==> src/rtl/dilithium_prod_issuer_if.sv <==
// rtl/dilithium_prod_issuer_if.sv - operand-pair input and product output handshake bundle
interface dilithium_prod_issuer_if #(
   parameter int IDX_W = 8
);
   logic             in_valid;
   logic             in_ready;
   logic [22:0]      in_a;
   logic [22:0]      in_b;
   logic             out_valid;
   logic             out_ready;
   logic [45:0]      out_prod;
   logic [IDX_W-1:0] out_idx;
   logic             out_last;

   modport master (
      output in_valid, in_a, in_b, out_ready,
      input  in_ready, out_valid, out_prod, out_idx, out_last
   );

   modport slave (
      input  in_valid, in_a, in_b, out_ready,
      output in_ready, out_valid, out_prod, out_idx, out_last
   );
endinterface

==> src/rtl/dilithium_prod_issuer.sv <==
// rtl/dilithium_prod_issuer.sv - two-stage 23x23 multiplier issuing indexed products to the reducer
module dilithium_prod_issuer #(
   parameter int Q     = 8380417,
   parameter int N     = 256,
   parameter int IDX_W = 8
) (
   input  logic                     clk,
   input  logic                     rst_n,
   dilithium_prod_issuer_if.slave   bus,
   output logic                     range_err,
   output logic                     busy
);
   localparam logic [22:0]      Q_V      = 23'(Q);
   localparam logic [IDX_W-1:0] IDX_LAST = IDX_W'(N - 1);

   logic             s1_valid;
   logic [22:0]      s1_a;
   logic [22:0]      s1_b;
   logic [IDX_W-1:0] s1_idx;
   logic [IDX_W-1:0] idx_cnt;

   logic             s2_valid;
   logic [45:0]      s2_prod;
   logic [IDX_W-1:0] s2_idx;
   logic             s2_last;

   logic             s2_adv;
   logic             s1_adv;

   // in_ready depends on out_ready but never on in_valid
   assign s2_adv      = s1_valid & (~s2_valid | bus.out_ready);
   assign bus.in_ready = ~s1_valid | s2_adv;
   assign s1_adv      = bus.in_valid & bus.in_ready;

   always_ff @(posedge clk) begin
      if (!rst_n) begin
         s1_valid  <= 1'b0;
         s1_a      <= '0;
         s1_b      <= '0;
         s1_idx    <= '0;
         idx_cnt   <= '0;
         s2_valid  <= 1'b0;
         s2_prod   <= '0;
         s2_idx    <= '0;
         s2_last   <= 1'b0;
         range_err <= 1'b0;
      end else begin
         if (s1_adv) begin
            s1_valid <= 1'b1;
            s1_a     <= bus.in_a;
            s1_b     <= bus.in_b;
            s1_idx   <= idx_cnt;
            idx_cnt  <= (idx_cnt == IDX_LAST) ? '0 : idx_cnt + 1'b1;
            if ((bus.in_a >= Q_V) || (bus.in_b >= Q_V))
               range_err <= 1'b1;
         end else if (s2_adv) begin
            s1_valid <= 1'b0;
         end

         // operands out of range are still multiplied; 2^23-1 squared fits in 46 bits
         if (s2_adv) begin
            s2_valid <= 1'b1;
            s2_prod  <= {23'd0, s1_a} * {23'd0, s1_b};
            s2_idx   <= s1_idx;
            s2_last  <= (s1_idx == IDX_LAST);
         end else if (bus.out_ready) begin
            s2_valid <= 1'b0;
         end
      end
   end

   assign bus.out_valid = s2_valid;
   assign bus.out_prod  = s2_prod;
   assign bus.out_idx   = s2_idx;
   assign bus.out_last  = s2_last;
   assign busy          = s1_valid | s2_valid;
endmodule

==> src/flat_wrapper.sv <==
// flat-port wrapper written by rule: the top's interface ports become plain ports
module dilithium_prod_issuer_flat 
#(
   parameter int Q     = 8380417,
   parameter int N     = 256,
   parameter int IDX_W = 8
)
  (clk, rst_n, range_err, busy, bus_in_valid, bus_in_a, bus_in_b, bus_out_ready, bus_in_ready, bus_out_valid, bus_out_prod, bus_out_idx, bus_out_last);
  dilithium_prod_issuer_if #(.IDX_W(IDX_W)) bus_i ();
  input  logic clk;
  input  logic rst_n;
  output logic range_err;
  output logic busy;
  input wire logic [$bits(bus_i.in_valid)-1:0] bus_in_valid;
  input wire logic [$bits(bus_i.in_a)-1:0] bus_in_a;
  input wire logic [$bits(bus_i.in_b)-1:0] bus_in_b;
  input wire logic [$bits(bus_i.out_ready)-1:0] bus_out_ready;
  output wire logic [$bits(bus_i.in_ready)-1:0] bus_in_ready;
  output wire logic [$bits(bus_i.out_valid)-1:0] bus_out_valid;
  output wire logic [$bits(bus_i.out_prod)-1:0] bus_out_prod;
  output wire logic [$bits(bus_i.out_idx)-1:0] bus_out_idx;
  output wire logic [$bits(bus_i.out_last)-1:0] bus_out_last;
  assign bus_i.in_valid = bus_in_valid;
  assign bus_i.in_a = bus_in_a;
  assign bus_i.in_b = bus_in_b;
  assign bus_i.out_ready = bus_out_ready;
  assign bus_in_ready = bus_i.in_ready;
  assign bus_out_valid = bus_i.out_valid;
  assign bus_out_prod = bus_i.out_prod;
  assign bus_out_idx = bus_i.out_idx;
  assign bus_out_last = bus_i.out_last;
  dilithium_prod_issuer #(.Q(Q), .N(N), .IDX_W(IDX_W)) u_core (.clk(clk), .rst_n(rst_n), .bus(bus_i), .range_err(range_err), .busy(busy));
endmodule
==> config.mk <==
export PLATFORM = sky130hd
export DESIGN_NAME = dilithium_prod_issuer_flat
export DESIGN_NICKNAME = d
export VERILOG_FILES = /design/src/rtl/dilithium_prod_issuer_if.sv /design/src/rtl/dilithium_prod_issuer.sv /design/src/flat_wrapper.sv
export SDC_FILE = /design/constraint.sdc
export NUM_CORES = 2
export LEC_CHECK = 0
export BUFFER_PORTS_ARGS = -buffer_cell sky130_fd_sc_hd__buf_2
export CAP_MARGIN = 20
export CORE_ASPECT_RATIO = 0.5
export CORE_MARGIN = 5
export CORE_UTILIZATION = 59
export DETAILED_ROUTE_END_ITERATION = 8
export HOLD_SLACK_MARGIN = 0.12
export PLACE_DENSITY = 0.8
export SLEW_MARGIN = 30
export SYNTH_ARGS = -nofsm -noshare
export SYNTH_HDL_FRONTEND = slang
export SYNTH_SLANG_ARGS = --single-unit
==> constraint.sdc <==
create_clock -name clk -period 6.51 [get_ports clk]
set_clock_uncertainty 0.15 [all_clocks]
set_input_delay 0 -clock clk [delete_from_list [all_inputs] [get_ports clk]]
set_output_delay 0 -clock clk [all_outputs]
set_load 0.005 [all_outputs]
======== Word level (Yosys, flattened, before mapping) ========
Index checks and enable logic that the tools add are counted.
word-level totals
  bits in registers ....................... 120
  input port bits ......................... 50
  output and inout port bits .............. 59
cells by class
  add/subtract/negate cells ............... 1
  multipliers ............................. 1
  magnitude comparators ................... 2
  equality and inequality tests ........... 2
  muxes and demuxes ....................... 5
  bitwise operators ....................... 7
  reduce and logical (&&, ||, !) cells .... 4
operator list
  cell                  count
  $ge 23x23->1 const B  2
  $mul 23x23->46        1
  $eq 8x8->1 const B    2
  $add 8x1->8 const B   1
  $mux 8                1
  $mux 1                4
  $reduce_bool 2->1     2
  $or 1x1->1            3
  $and 1x1->1           2
  $not 1->1             2
  $reduce_and 2->1      1
  $logic_or 1x1->1      1

======== Depth between registers and ports, before layout ========
  word-level depth ........................ 6
  gate-level depth with buffers ........... 28
  gate-level depth less buffers ........... 26

======== Worst setup path after synthesis ========
OpenSTA, ideal clock, no wires.
  kind .................................... flip-flop to flip-flop
  start point ............................. register u_core.s1_b[2]
  end point ............................... register u_core.s2_prod[45] (netlist: u_core.bus.out_prod[45])
  setup time .............................. 0.122 ns
  arrival time ............................ 6.526 ns
  required time ........................... 6.238 ns
  path slack .............................. -0.288 ns
  stages on the path, launching flop included .. 25
  buffers on the path ..................... 2
  period minus slack after synthesis ...... 6.798 ns
  path through ............................ dfxtp_1 clkbuf_1 nand2_1 fa_1 fa_1 fa_1 inv_1 fa_1 fa_1 fa_1 inv_1 fa_1 inv_1 ha_1 buf_2 nand2_1 or3_1 a21oi_2 o21a_1 a311oi_2 o21a_2 o41ai_4 a311oi_2 xnor2_1 o21ai_1
on the way
  cells in the longest elaborated chain, start to end .. 1
ends and longest elaborated chain
  what                    line                         text
  from (decl)             dilithium_prod_issuer.sv:18  logic [22:0] s1_b;
  from (signal assigned)  dilithium_prod_issuer.sv:51  s1_b <= bus.in_b;
  $mul 23x23->46          dilithium_prod_issuer.sv:63  s2_prod <= {23'd0, s1_a} * {23'd0, s1_b};
  to (signal assigned)    dilithium_prod_issuer.sv:63
  to (decl)               dilithium_prod_issuer.sv:23  logic [45:0] s2_prod;
Every way passes these cells.
A chain may end at the register's enable or synchronous reset.

======== Worst setup path after layout ========
  start point ............................. register u_core.s1_b[6]
  end point ............................... register u_core.s2_prod[45] (netlist: u_core.bus.out_prod[45])
Same word-level chain as after synthesis.

==> results.yml <==
die:
  core_mm2: 0.0363
  pin_count: 109
  fp.dieW_um: 283
  die_h_um: 146
  start_util: 0.605
  dieArea_mm2: 0.0414
  row_count: 49
synthesis:
  syn-cell-area_mm2: 0.0219
  synth_edf_count: 0
  syn_nets: 3192
  synth_top_family_by_area: "adder cells"
  ys_ff_latch: 120
  yosys.area_share.adder: 0.498
  yosys.area_share.simple: 0.186
  yosysWarnings: 0
  synth_top_flop_cell: "dfxtp_1"
  synth_compound_area_frac: 0.0758
  muxShareOfSynthArea: 0
  avgSynthCellArea_um2: 8.67
  ys_types: 47
  yosysSeqAreaShare: 0.109
  synth_xor_area_frac: 0.0208
  synthArstFlopShare: 0
  syn_inst: 2531
outcome:
  status: "finished with violations"
  violations: "negative setup slack"
job:
  drv_cap: 0
sta:
  finalCritPeriodShare: 1.09
  slew_headroom: 0.480
  hold_slack_ns: 0.266
  drv_slew: 0
  rsz0062_at_grt: "yes"
  worst_pin_slew_ns: 0.779
  tns_ns: -9.89
  setup_viol: 30
  period_needed_ns: 7.08
  hold_viol: 0
  worst_slack_ns: -0.570
  timing.fmax_mhz: 141
placement:
  dp_slack_ns: -0.638
  globalplace.congestion: 1.01
  port_buffers: 108
  dp.cells: 3232
  dp_hpwl_mm: 52.7
worst_setup_path:
  cp_max_fo: 9
  critPathMaxStageDelay_ns: 0.62
  critPathMostFrequentCell: "fa_1"
  worstSetupEndpointType: "flop"
  critPathKind: "flop to flop"
  path_cells: "buf_4 -> buf_4 -> and2_1 -> fa_1 -> inv_1 -> fa_1 -> inv_1 -> ha_1 -> inv_1 -> fa_1 -> fa_2 -> fa_2 -> fa_1 -> inv_2 -> ha_4 -> nand4_1 -> a21oi_4 -> o21a_1 -> a311oi_2 -> o21a_2 -> o41ai_4 -> a311oi_2 -> xnor2_1 -> o21ai_1"
  rrSetupSlack_ns: -0.57
  cpMaxStageDelayCell: "fa_1"
  path_buf_inv: 6
  path_delay_family: "adder cells"
  crit_arrival_ns: 7.26
  startpoint_type: "flop"
  required_ns: 6.69
detailed_routing:
  viasPerCell: 6.11
  wl_mm: 80.2
  antenna_left: 0
  post_drt_wl_per_cell_um: 23.7
  drc: 0
  dr.pass1.iters: 8
  vias: 20700
  first_iter_violations: 2981
clock_network:
  clk_pin_slew_worst_paths_ns: 0.07
  clk_latency_ns: 0.46
  cts_buffers: 17
  clkSinkCount: 120
  htreeDepth: 4
  cts.path.max_buffers: 2
  clockRootBuffer: "clkbuf_16"
  cts_tree: "yes"
global_route:
  antenna_found_initial: 5
  grtUsageTotal: 0.353
  grt_max_degree: 77
  overflow: 0
  grt_pass1_wl_mm: 114
  grt_pass1_vias: 20900
layout:
  drive_gt1_frac: 0.241
  fillers: 2100
  synthToLayoutAreaGrowth_pct: 26.5
  mostFrequentLayoutCell: "nand2_1"
  layout_common_cells: "nand2_1, inv_1, fa_1"
  stdcell_count: 3388
  final_net_count: 3547
pwr:
  powerDensity_mw_per_mm2: 141
  finalPower_mw: 3.91
  power_leakage_nw: 13.3
  ir_worst_vdd_uv: 245
hold_path:
  hp-class: "input port to flop"
==> flip-flops by register name, indices dropped and copies added (netlist names), 8 cells and up <==
name,count
u_core.bus.out_prod,46
u_core.s1_a,23
u_core.s1_b,23
u_core.bus.out_idx,8
u_core.idx_cnt,8
u_core.s1_idx,8
==> stage by stage <==
stage,utilization,cell area (µm²)
after floorplan,-,22100
after global placement,0.683,24800
after detailed placement,0.683,24800
after CTS,0.739,26800
after global routing,0.765,27700
final,0.765,27800
==> report_power, final <==
group / switching, mW / internal, mW / total (mW)
Sequential: 0.0588 / 0.773 / 0.832
Combinational: 1.19 / 0.902 / 2.10
Clock: 0.441 / 0.541 / 0.983
==> worst paths after layout <==
| check | startpoint | endpoint | cells after the start |
|---|---|---|---|
| worst min-delay path | bus_in_a[12] | u_core.s1_a[12] | 4 |
| worst max-delay path | u_core.s1_b[6] | u_core.bus.out_prod[45] | 24 |
| worst min register to register | u_core.bus.out_prod[2] | u_core.bus.out_prod[2] | 2 |
| worst max register to register | u_core.s1_b[6] | u_core.bus.out_prod[45] | 24 |
==> synthesized netlist by cell type, types with 2 or more instances <==
cell type | number | share of area
nand4_1 | 27 | 0.0077
o21ai_0 | 57 | 0.013
clkbuf_1 | 137 | 0.023
nand2_1 | 488 | 0.083
o221ai_1 | 2 | 0.00080
o21a_1 | 6 | 0.0021
xnor2_1 | 28 | 0.011
or2_2 | 2 | 0.00057
a21o_1 | 21 | 0.0072
a41oi_1 | 3 | 0.0012
a31oi_1 | 8 | 0.0023
o31ai_1 | 2 | 0.00068
o31a_1 | 3 | 0.0012
and3_1 | 5 | 0.0014
inv_1 | 495 | 0.085
ha_1 | 173 | 0.099
and2_1 | 284 | 0.081
dfxtp_1 | 120 | 0.11
a211oi_1 | 5 | 0.0017
nor2_1 | 24 | 0.0041
o21ai_1 | 3 | 0.00068
buf_2 | 3 | 0.00068
buf_1 | 3 | 0.00051
o221a_2 | 2 | 0.0010
nor2b_1 | 7 | 0.0020
nor4_1 | 5 | 0.0014
nor3_1 | 10 | 0.0023
a311oi_2 | 3 | 0.0021
a21boi_0 | 68 | 0.023
a21oi_1 | 45 | 0.010
o21bai_1 | 10 | 0.0034
nand3_1 | 7 | 0.0016
fa_1 | 438 | 0.40
xor2_1 | 24 | 0.0096
==> layout make-up <==
type | count | area (µm²) | share of cell area
inverter | 495 | 1860 | 0.0669
multi-input combinational | 1772 | 18100 | 0.653
timing repair buffer | 480 | 4090 | 0.147
sequential | 120 | 2490 | 0.0897
clock buffer | 17 | 425 | 0.0153
antenna | 5 | 12.5 | 0.000451
clock inverter | 15 | 156 | 0.00563
tap | 484 | 606 | 0.0218
==> kinds of logic (layout without fill, tap and decap cells) <==
group,count (synthesis),in the layout
buf+inv,639,1007
fa+ha+maj,611,611
other cells,0,5
compound gates,248,248
flops,120,120
simple gates,861,861
xor+xnor,52,52
==> what timing repair did <==
action                                  in CTS  in global routing
hold buffers                                61                  0
setup buffers                               35                 30
cloned                                       1                  1
pin swaps                                  103                140
gates resized for setup                    169                204
endpoints found under the setup margin      28                 32
endpoints found under the hold margin       90                  0
==> worst reg2reg max path, cell delays in order, from the launching register on <==
cell      delay (ns)
dfxtp_4         0.36
buf_4           0.17
buf_4           0.16
and2_1          0.18
fa_1            0.55
inv_1           0.19
fa_1            0.62
inv_1           0.07
ha_1            0.30
inv_1           0.06
fa_1            0.51
fa_2            0.60
fa_2            0.45
fa_1            0.61
inv_2           0.08
ha_4            0.32
nand4_1         0.17
a21oi_4         0.18
o21a_1          0.16
a311oi_2        0.06
o21a_2          0.27
o41ai_4         0.30
a311oi_2        0.17
xnor2_1         0.18
o21ai_1         0.08
==> per-layer routing <==
layer  global-route usage  part of all wire  vias up
met4                0.163             0.085        4
met5                    0            0.0020        -
met3                0.107              0.15      619
met1                0.467              0.34     9986
met2                0.539              0.43     1815
li1                     -                 -     8282
(Power assumes the default switching activity.)
